## config.mk

```make
export PLATFORM = sky130hd
export DESIGN_NAME = branch_predict_unit
export DESIGN_NICKNAME = d
export VERILOG_FILES = /design/src/rtl/branch_predict_unit_pkg.sv /design/src/rtl/branch_predict_unit_bht.sv /design/src/rtl/branch_predict_unit.sv
export SDC_FILE = /design/constraint.sdc
export NUM_CORES = 1
export LEC_CHECK = 0
export CAP_MARGIN = 20
export CORE_ASPECT_RATIO = 0.75
export CORE_MARGIN = 10
export CORE_UTILIZATION = 60
export DETAILED_ROUTE_END_ITERATION = 12
export DONT_BUFFER_PORTS = 1
export GPL_TIMING_DRIVEN = 0
export PLACE_DENSITY = 0.77
export SLEW_MARGIN = 20
export SYNTH_ARGS = -nofsm -noshare
export SYNTH_HDL_FRONTEND = slang
export SYNTH_HIERARCHICAL = 1
export SYNTH_SLANG_ARGS = --single-unit
```

## constraint.sdc

```tcl
create_clock -name clk_i -period 5.61 [get_ports clk_i]
set_clock_uncertainty 0.2 [all_clocks]
set_input_delay 1.122 -clock clk_i [delete_from_list [all_inputs] [get_ports clk_i]]
set_output_delay 1.122 -clock clk_i [all_outputs]
set_load 0.02 [all_outputs]
```

## src/rtl/branch_predict_unit_pkg.sv

```systemverilog
// Package core: shared types for the branch predict unit.
// Holds the 2-bit BHT counter type, its weak/strong constants, the
// resolve-side pipeline bus and the branch control bus.
package core;

  // Width of address/data fields carried on the shared pipeline buses.
  localparam int BUS_XLEN = 32;

  typedef logic [1:0] bht_cnt_t;

  localparam bht_cnt_t CNT_STRONG_NT = 2'b00;
  localparam bht_cnt_t CNT_WEAK_NT   = 2'b01;
  localparam bht_cnt_t CNT_WEAK_T    = 2'b10;
  localparam bht_cnt_t CNT_STRONG_T  = 2'b11;

  typedef enum logic [3:0] {
    ALU_ADD  = 4'd0,
    ALU_BEQ  = 4'd1,
    ALU_BNE  = 4'd2,
    ALU_BLT  = 4'd3,
    ALU_BGE  = 4'd4,
    ALU_BLTU = 4'd5,
    ALU_BGEU = 4'd6,
    ALU_JAL  = 4'd7,
    ALU_JALR = 4'd8
  } alu_op_t;

  typedef struct packed {
    logic [BUS_XLEN-1:0] pc;
    logic [BUS_XLEN-1:0] imm;
    alu_op_t             alu_op;
    logic                is_branch;
  } pipeline_bus_t;

  typedef struct packed {
    logic                is_taken;
    logic [BUS_XLEN-1:0] branch_target;
    logic [BUS_XLEN-1:0] i_addr;
  } br_cntrl_bus_t;

  typedef enum logic {
    ST_RUN    = 1'b0,
    ST_SQUASH = 1'b1
  } bpu_state_t;

  // Saturating 2-bit counter step: up on taken, down on not-taken.
  function automatic bht_cnt_t sat_update(input bht_cnt_t cnt, input logic taken);
    bht_cnt_t res;
    if (taken) begin
      res = (cnt == CNT_STRONG_T) ? cnt : cnt + 2'b01;
    end else begin
      res = (cnt == CNT_STRONG_NT) ? cnt : cnt - 2'b01;
    end
    return res;
  endfunction

endpackage

```

## src/rtl/branch_predict_unit_bht.sv

```systemverilog
// branch_bht: array of 2-bit saturating counters with one combinational
// read port (fetch lookup) and one synchronous update port (resolve).
// A same-index read and update in one cycle returns the pre-update value.
module branch_bht
  import core::*;
#(
  parameter int       DEPTH    = 64,
  parameter bht_cnt_t CNT_INIT = 2'b01
) (
  input  logic                     clk,
  input  logic                     rst,
  input  logic [$clog2(DEPTH)-1:0] rd_idx,
  output bht_cnt_t                 rd_cnt,
  input  logic                     upd_en,
  input  logic [$clog2(DEPTH)-1:0] upd_idx,
  input  logic                     upd_taken
);

  bht_cnt_t cnt_r [DEPTH];

  // Counter storage: async reset to CNT_INIT, saturating update on resolve.
  always_ff @(posedge clk or posedge rst) begin
    if (rst) begin
      for (int i = 0; i < DEPTH; i++) begin
        cnt_r[i] <= CNT_INIT;
      end
    end else if (upd_en) begin
      cnt_r[upd_idx] <= sat_update(cnt_r[upd_idx], upd_taken);
    end
  end

  assign rd_cnt = cnt_r[rd_idx];

endmodule

```

## src/rtl/branch_predict_unit.sv

```systemverilog
// branch_predict_unit: BHT-based direction predictor plus branch resolve.
// Resolves branches/jumps, registers redirect, control-bus and link outputs,
// and squashes requests for SQUASH_CYCLES unstalled cycles after a redirect.
// Optional feature macro: BRANCH_STATS_EN adds br_count_o/mispred_count_o.
// XLEN must not exceed core::BUS_XLEN.
module branch_predict_unit
  import core::*;
#(
  parameter int       XLEN          = 32,
  parameter int       BHT_DEPTH     = 64,
  parameter bht_cnt_t CNT_INIT      = 2'b01,
  parameter int       SQUASH_CYCLES = 1
) (
  input  logic                clk_i,
  input  logic                rst_i,
  input  logic [XLEN-1:0]     fetch_pc_i,
  output logic                pred_taken_o,
  input  logic                valid_i,
  input  logic                stall_i,
  input  core::pipeline_bus_t bus_i,
  input  logic                pred_taken_i,
  input  logic [XLEN-1:0]     pred_target_i,
  input  logic [XLEN-1:0]     rs1_in_i,
  input  logic [XLEN-1:0]     rs2_in_i,
  output logic                redirect_o,
  output logic [XLEN-1:0]     redirect_pc_o,
  output core::br_cntrl_bus_t br_bus_o,
  output logic [XLEN-1:0]     rd_o,
  output logic                rd_we_o
`ifdef BRANCH_STATS_EN
  ,
  output logic [31:0]         br_count_o,
  output logic [31:0]         mispred_count_o
`endif
);

  localparam int         IDX_W       = $clog2(BHT_DEPTH);
  localparam logic [2:0] SQUASH_LOAD = 3'(SQUASH_CYCLES);

  logic [XLEN-1:0] pc_s, imm_s, pc_plus4_s, br_sum_s, jalr_sum_s;
  logic [XLEN-1:0] target_s, redirect_tgt_s;
  logic            taken_s, is_cond_s, is_jump_s;
  logic            accept_s, mispredict_s;
  bht_cnt_t        pred_cnt_s;
  logic            unused_s;

  bpu_state_t      state_r, state_s;
  logic [2:0]      squash_cnt_r, squash_cnt_s;

  logic            redirect_r;
  logic [XLEN-1:0] redirect_pc_r;
  br_cntrl_bus_t   br_bus_r;
  logic [XLEN-1:0] rd_r;
  logic            rd_we_r;

  assign pc_s       = bus_i.pc[XLEN-1:0];
  assign imm_s      = bus_i.imm[XLEN-1:0];
  assign pc_plus4_s = pc_s + XLEN'(32'd4);
  assign br_sum_s   = pc_s + imm_s;
  assign jalr_sum_s = rs1_in_i + imm_s;
  assign unused_s   = ^{fetch_pc_i[XLEN-1:IDX_W+2], fetch_pc_i[1:0], jalr_sum_s[0]};

  // Direction, class and target of the resolving instruction.
  always_comb begin
    taken_s   = 1'b0;
    is_cond_s = 1'b0;
    is_jump_s = 1'b0;
    target_s  = br_sum_s;
    case (bus_i.alu_op)
      ALU_BEQ:  begin is_cond_s = 1'b1; taken_s = (rs1_in_i == rs2_in_i); end
      ALU_BNE:  begin is_cond_s = 1'b1; taken_s = (rs1_in_i != rs2_in_i); end
      ALU_BLT:  begin is_cond_s = 1'b1; taken_s = ($signed(rs1_in_i) < $signed(rs2_in_i)); end
      ALU_BGE:  begin is_cond_s = 1'b1; taken_s = ($signed(rs1_in_i) >= $signed(rs2_in_i)); end
      ALU_BLTU: begin is_cond_s = 1'b1; taken_s = (rs1_in_i < rs2_in_i); end
      ALU_BGEU: begin is_cond_s = 1'b1; taken_s = (rs1_in_i >= rs2_in_i); end
      ALU_JAL:  begin is_jump_s = 1'b1; taken_s = 1'b1; end
      ALU_JALR: begin
        is_jump_s = 1'b1;
        taken_s   = 1'b1;
        target_s  = {jalr_sum_s[XLEN-1:1], 1'b0};
      end
      default:  begin taken_s = 1'b0; end
    endcase
  end

  assign accept_s       = valid_i & bus_i.is_branch & ~stall_i & (squash_cnt_r == 3'd0);
  assign mispredict_s   = (taken_s != pred_taken_i) | (taken_s & (target_s != pred_target_i));
  assign redirect_tgt_s = taken_s ? target_s : pc_plus4_s;

  branch_bht #(
    .DEPTH    (BHT_DEPTH),
    .CNT_INIT (CNT_INIT)
  ) u_bht (
    .clk       (clk_i),
    .rst       (rst_i),
    .rd_idx    (fetch_pc_i[IDX_W+1:2]),
    .rd_cnt    (pred_cnt_s),
    .upd_en    (accept_s & is_cond_s),
    .upd_idx   (pc_s[IDX_W+1:2]),
    .upd_taken (taken_s)
  );

  assign pred_taken_o = pred_cnt_s[1];

  // FSM state and squash counter register.
  always_ff @(posedge clk_i or posedge rst_i) begin
    if (rst_i) begin
      state_r      <= ST_RUN;
      squash_cnt_r <= 3'd0;
    end else begin
      state_r      <= state_s;
      squash_cnt_r <= squash_cnt_s;
    end
  end

  // Next state: enter SQUASH on mispredict, count down unstalled cycles.
  always_comb begin
    state_s      = state_r;
    squash_cnt_s = squash_cnt_r;
    case (state_r)
      ST_RUN: begin
        if (accept_s && mispredict_s) begin
          state_s      = ST_SQUASH;
          squash_cnt_s = SQUASH_LOAD;
        end else begin
          state_s      = ST_RUN;
        end
      end
      ST_SQUASH: begin
        if (stall_i) begin
          state_s      = ST_SQUASH;
        end else if (squash_cnt_r <= 3'd1) begin
          state_s      = ST_RUN;
          squash_cnt_s = 3'd0;
        end else begin
          state_s      = ST_SQUASH;
          squash_cnt_s = squash_cnt_r - 3'd1;
        end
      end
      default: begin
        state_s      = ST_RUN;
        squash_cnt_s = 3'd0;
      end
    endcase
  end

  // Registered resolve outputs; strobes clear without an accepted resolve.
  always_ff @(posedge clk_i or posedge rst_i) begin
    if (rst_i) begin
      redirect_r    <= 1'b0;
      redirect_pc_r <= '0;
      br_bus_r      <= '0;
      rd_r          <= '0;
      rd_we_r       <= 1'b0;
    end else if (!stall_i) begin
      redirect_r        <= accept_s & mispredict_s;
      br_bus_r.is_taken <= accept_s & taken_s;
      rd_we_r           <= accept_s & is_jump_s;
      if (accept_s) begin
        redirect_pc_r          <= redirect_tgt_s;
        br_bus_r.branch_target <= BUS_XLEN'(target_s);
        br_bus_r.i_addr        <= BUS_XLEN'(pc_s);
        rd_r                   <= pc_plus4_s;
      end
    end
  end

  assign redirect_o    = redirect_r;
  assign redirect_pc_o = redirect_pc_r;
  assign br_bus_o      = br_bus_r;
  assign rd_o          = rd_r;
  assign rd_we_o       = rd_we_r;

`ifdef BRANCH_STATS_EN
  logic [31:0] br_count_r, mispred_count_r;

  // Wrapping counts of accepted resolves and mispredicts.
  always_ff @(posedge clk_i or posedge rst_i) begin
    if (rst_i) begin
      br_count_r      <= 32'd0;
      mispred_count_r <= 32'd0;
    end else if (accept_s) begin
      br_count_r <= br_count_r + 32'd1;
      if (mispredict_s) begin
        mispred_count_r <= mispred_count_r + 32'd1;
      end
    end
  end

  assign br_count_o      = br_count_r;
  assign mispred_count_o = mispred_count_r;
`endif

endmodule
```

==> out/qor.yml <==
detailed_routing:
  drtIter0Drc: 2744
  wl_per_cell_um: 27.79
  dr.pass1.iters: 6
  avgViaCountPerCell: 6.867
  routed_wl_um: 74510
  drc_errors: 0
  ant_nets: 0
  num_vias: 18410
layout:
  syn_to_final_growth_pct: 8.136
  layout-drive-gt1-share_pct: 13.68
  layout.nets: 2554
  final_util_pct: 65.65
clocking:
  cts_buffers: 27
  htreeDepth: 1
  path_clk_slew_ns: 0.06
  cts_tree: "built"
  cts_hold_buf: 0
  clkSinkCount: 261
  cts-root-buf: "clkbuf_16"
  clockBufferDepth: 3
  clock_latency_ns: 0.57
setup_path:
  crit_end: "state_r$_DFF_PP0_"
  crit_path_max_fanout: 10
  cp.arrival_ns: 5.55
  reg2reg_to: "u_bht/cnt_r[117]$_DFFE_PP0P_"
  reg2regPathDepth: 10
  startpoint: "bus_i[4]"
  path_class: "in -> reg"
  required_ns: 5.84
  r2r_slack_ns: 1.25
  cp-start-kind: "input port"
  rr_startpoint: "squash_cnt_r[2]$_DFFE_PP0P_"
  cp-end-kind: "flip-flop"
power:
  ir_worst_vdd_mv: 0.2207
  power.leakage_nw: 8.745
  powerDensity_nw_per_um2: 343.8
flow_run:
  max_cap_viol_count: 0
placement:
  portBuffers: 0
  hpwl_um: 59120
  place.gp.congestion: 1.034
die:
  io_pins: 334
  placementRows: 56
  die_y_um: 173.8
  start_util_pct: 60.71
  die_w_um: 225.1
  core_area_sq_um: 31180
  die_area_sq_um: 39130
global_routing:
  grt_pass1_vias: 17270
  grt_max_degree: 91
  grt_util_all_layers_pct: 36.71
  grt_pass1_wl_um: 109100
  antenna_found_initial: 3
  overflow: 0
yosys:
  synth_area_sq_um: 18930
  yosysWarnings: 6
  syn-mean-instance-area_sq_um: 8.531
  syn_nets: 2520
  synthCells: 2219
status:
  status: "complete, no violations"
timing:
  rsz0062_at_grt: "no"
  tightest_slew_ns: 1.206
  setup_violations: 0
  slew_violations: 0
  min_period_ns: 5.319
  fin_tns_setup_ns: 0
  relSlewSlack_pct: 19.33
  max_freq_mhz: 188.0
  hold_viol_final: 0
  min_period_over_period_pct: 94.81
worst_hold_path:
  hp-class: "in -> async"
## what timing repair did
action	in CTS	in global routing
buffers inserted	0	0
endpoints found under the setup margin	39	60
pin swaps	0	0
resized for setup	1	5
## cell usage in the layout, fill, tap and decap left out, types with 16 or more instances in the layout
| master | n |
|---|---|
| nand2_1 | 520 |
| o21ai_0 | 202 |
| dfrtp_1 | 197 |
| a21oi_1 | 107 |
| ha_1 | 97 |
| nor2_1 | 84 |
| clkbuf_1 | 77 |
| inv_1 | 66 |
| dfstp_2 | 64 |
| o21ai_2 | 60 |
| xor2_1 | 53 |
| nand3_1 | 51 |
| xnor2_1 | 46 |
| nand4_1 | 46 |
| mux2i_1 | 37 |
| buf_2 | 32 |
| mux4_2 | 32 |
| nor3_1 | 30 |
| mux2_2 | 29 |
| clkbuf_16 | 27 |
| and3_1 | 22 |
| a21o_1 | 20 |
| o21a_1 | 16 |
## registers in the layout, summed over array words and instances, names as in the netlist
register	cells
redirect_pc_o	32
squash_cnt_r	3
state_r	1
rd_we_o	1
redirect_o	1
br_bus_o	65
u_bht/cnt_r	128
rd_o	30
## final cells by class
class / instances / area (sq um)
plain buffers: 132 / 639.4
repair buffers: 5 / 81.33
fillers: 2621 / 10710
clock inverters: 9 / 143.9
clock buffers: 40 / 754.5
well taps: 406 / 508.0
inverters: 68 / 267.8
diodes: 2 / 5.005
flip-flops and latches: 261 / 6611
multi-input cells: 1758 / 11460
## critical path, cell delays in order
cell and delay, ns:
buf_2 0.18, nor4b_1 0.81, buf_2 0.43, mux2i_1 0.64, xor2_1 0.20, nand4_1 0.12
nor3_2 0.40, o2111ai_1 0.23, or4_1 0.45, nor4_1 0.29, nand4_1 0.32, o211ai_2 0.24
o21ai_1 0.12
## stage by stage
stage | instances | setup WS (ns) | hold WS [ns] | area (sq um) | power (mW)
floorplan | 2219 | 0.7336 | 0.2527 | 18930 | 4.401
global placement | 2625 | -0.6759 | 0.2576 | 19440 | 5.053
detailed placement | 2630 | -0.7384 | 0.2623 | 19550 | 5.129
CTS | 2679 | 0.07286 | 0.1985 | 20460 | 6.988
global route | 2681 | 0.1533 | 0.2098 | 20470 | 7.349
finish | 2681 | 0.2911 | 0.2009 | 20470 | 7.038
## report_power, final
group          total [mW]  switching [mW]  internal, mW
Sequential           3.41            1.06          2.34
Clock                1.87           0.793          1.08
Combinational        1.76            1.15         0.615
Total                7.04            3.00          4.03
## per-layer routing
| metal | GRT usage, % | part of all wire, % |
|---|---|---|
| met2 | 49.98 | 39 |
| met1 | 50.02 | 40 |
| met4 | 11.29 | 3.6 |
| met3 | 17.77 | 17 |
| met5 | 0 | 0.023 |
## worst min-delay path by stage
stage                                            start                      endpoint  slack (ns)  cells after the start
after global routing                             rst_i       br_bus_o[3]$_DFFE_PP0P_        0.21                      1
after CTS                                        rst_i       br_bus_o[3]$_DFFE_PP0P_        0.20                      1
final                                            rst_i       br_bus_o[2]$_DFFE_PP0P_        0.20                      1
after floorplan           u_bht/cnt_r[110]$_DFFE_PP1P_  u_bht/cnt_r[110]$_DFFE_PP1P_        0.25                      2
after detailed placement  u_bht/cnt_r[106]$_DFFE_PP1P_  u_bht/cnt_r[106]$_DFFE_PP1P_        0.26                      2
after global placement     u_bht/cnt_r[74]$_DFFE_PP1P_   u_bht/cnt_r[74]$_DFFE_PP1P_        0.26                      2
(Power assumes the default switching activity.)
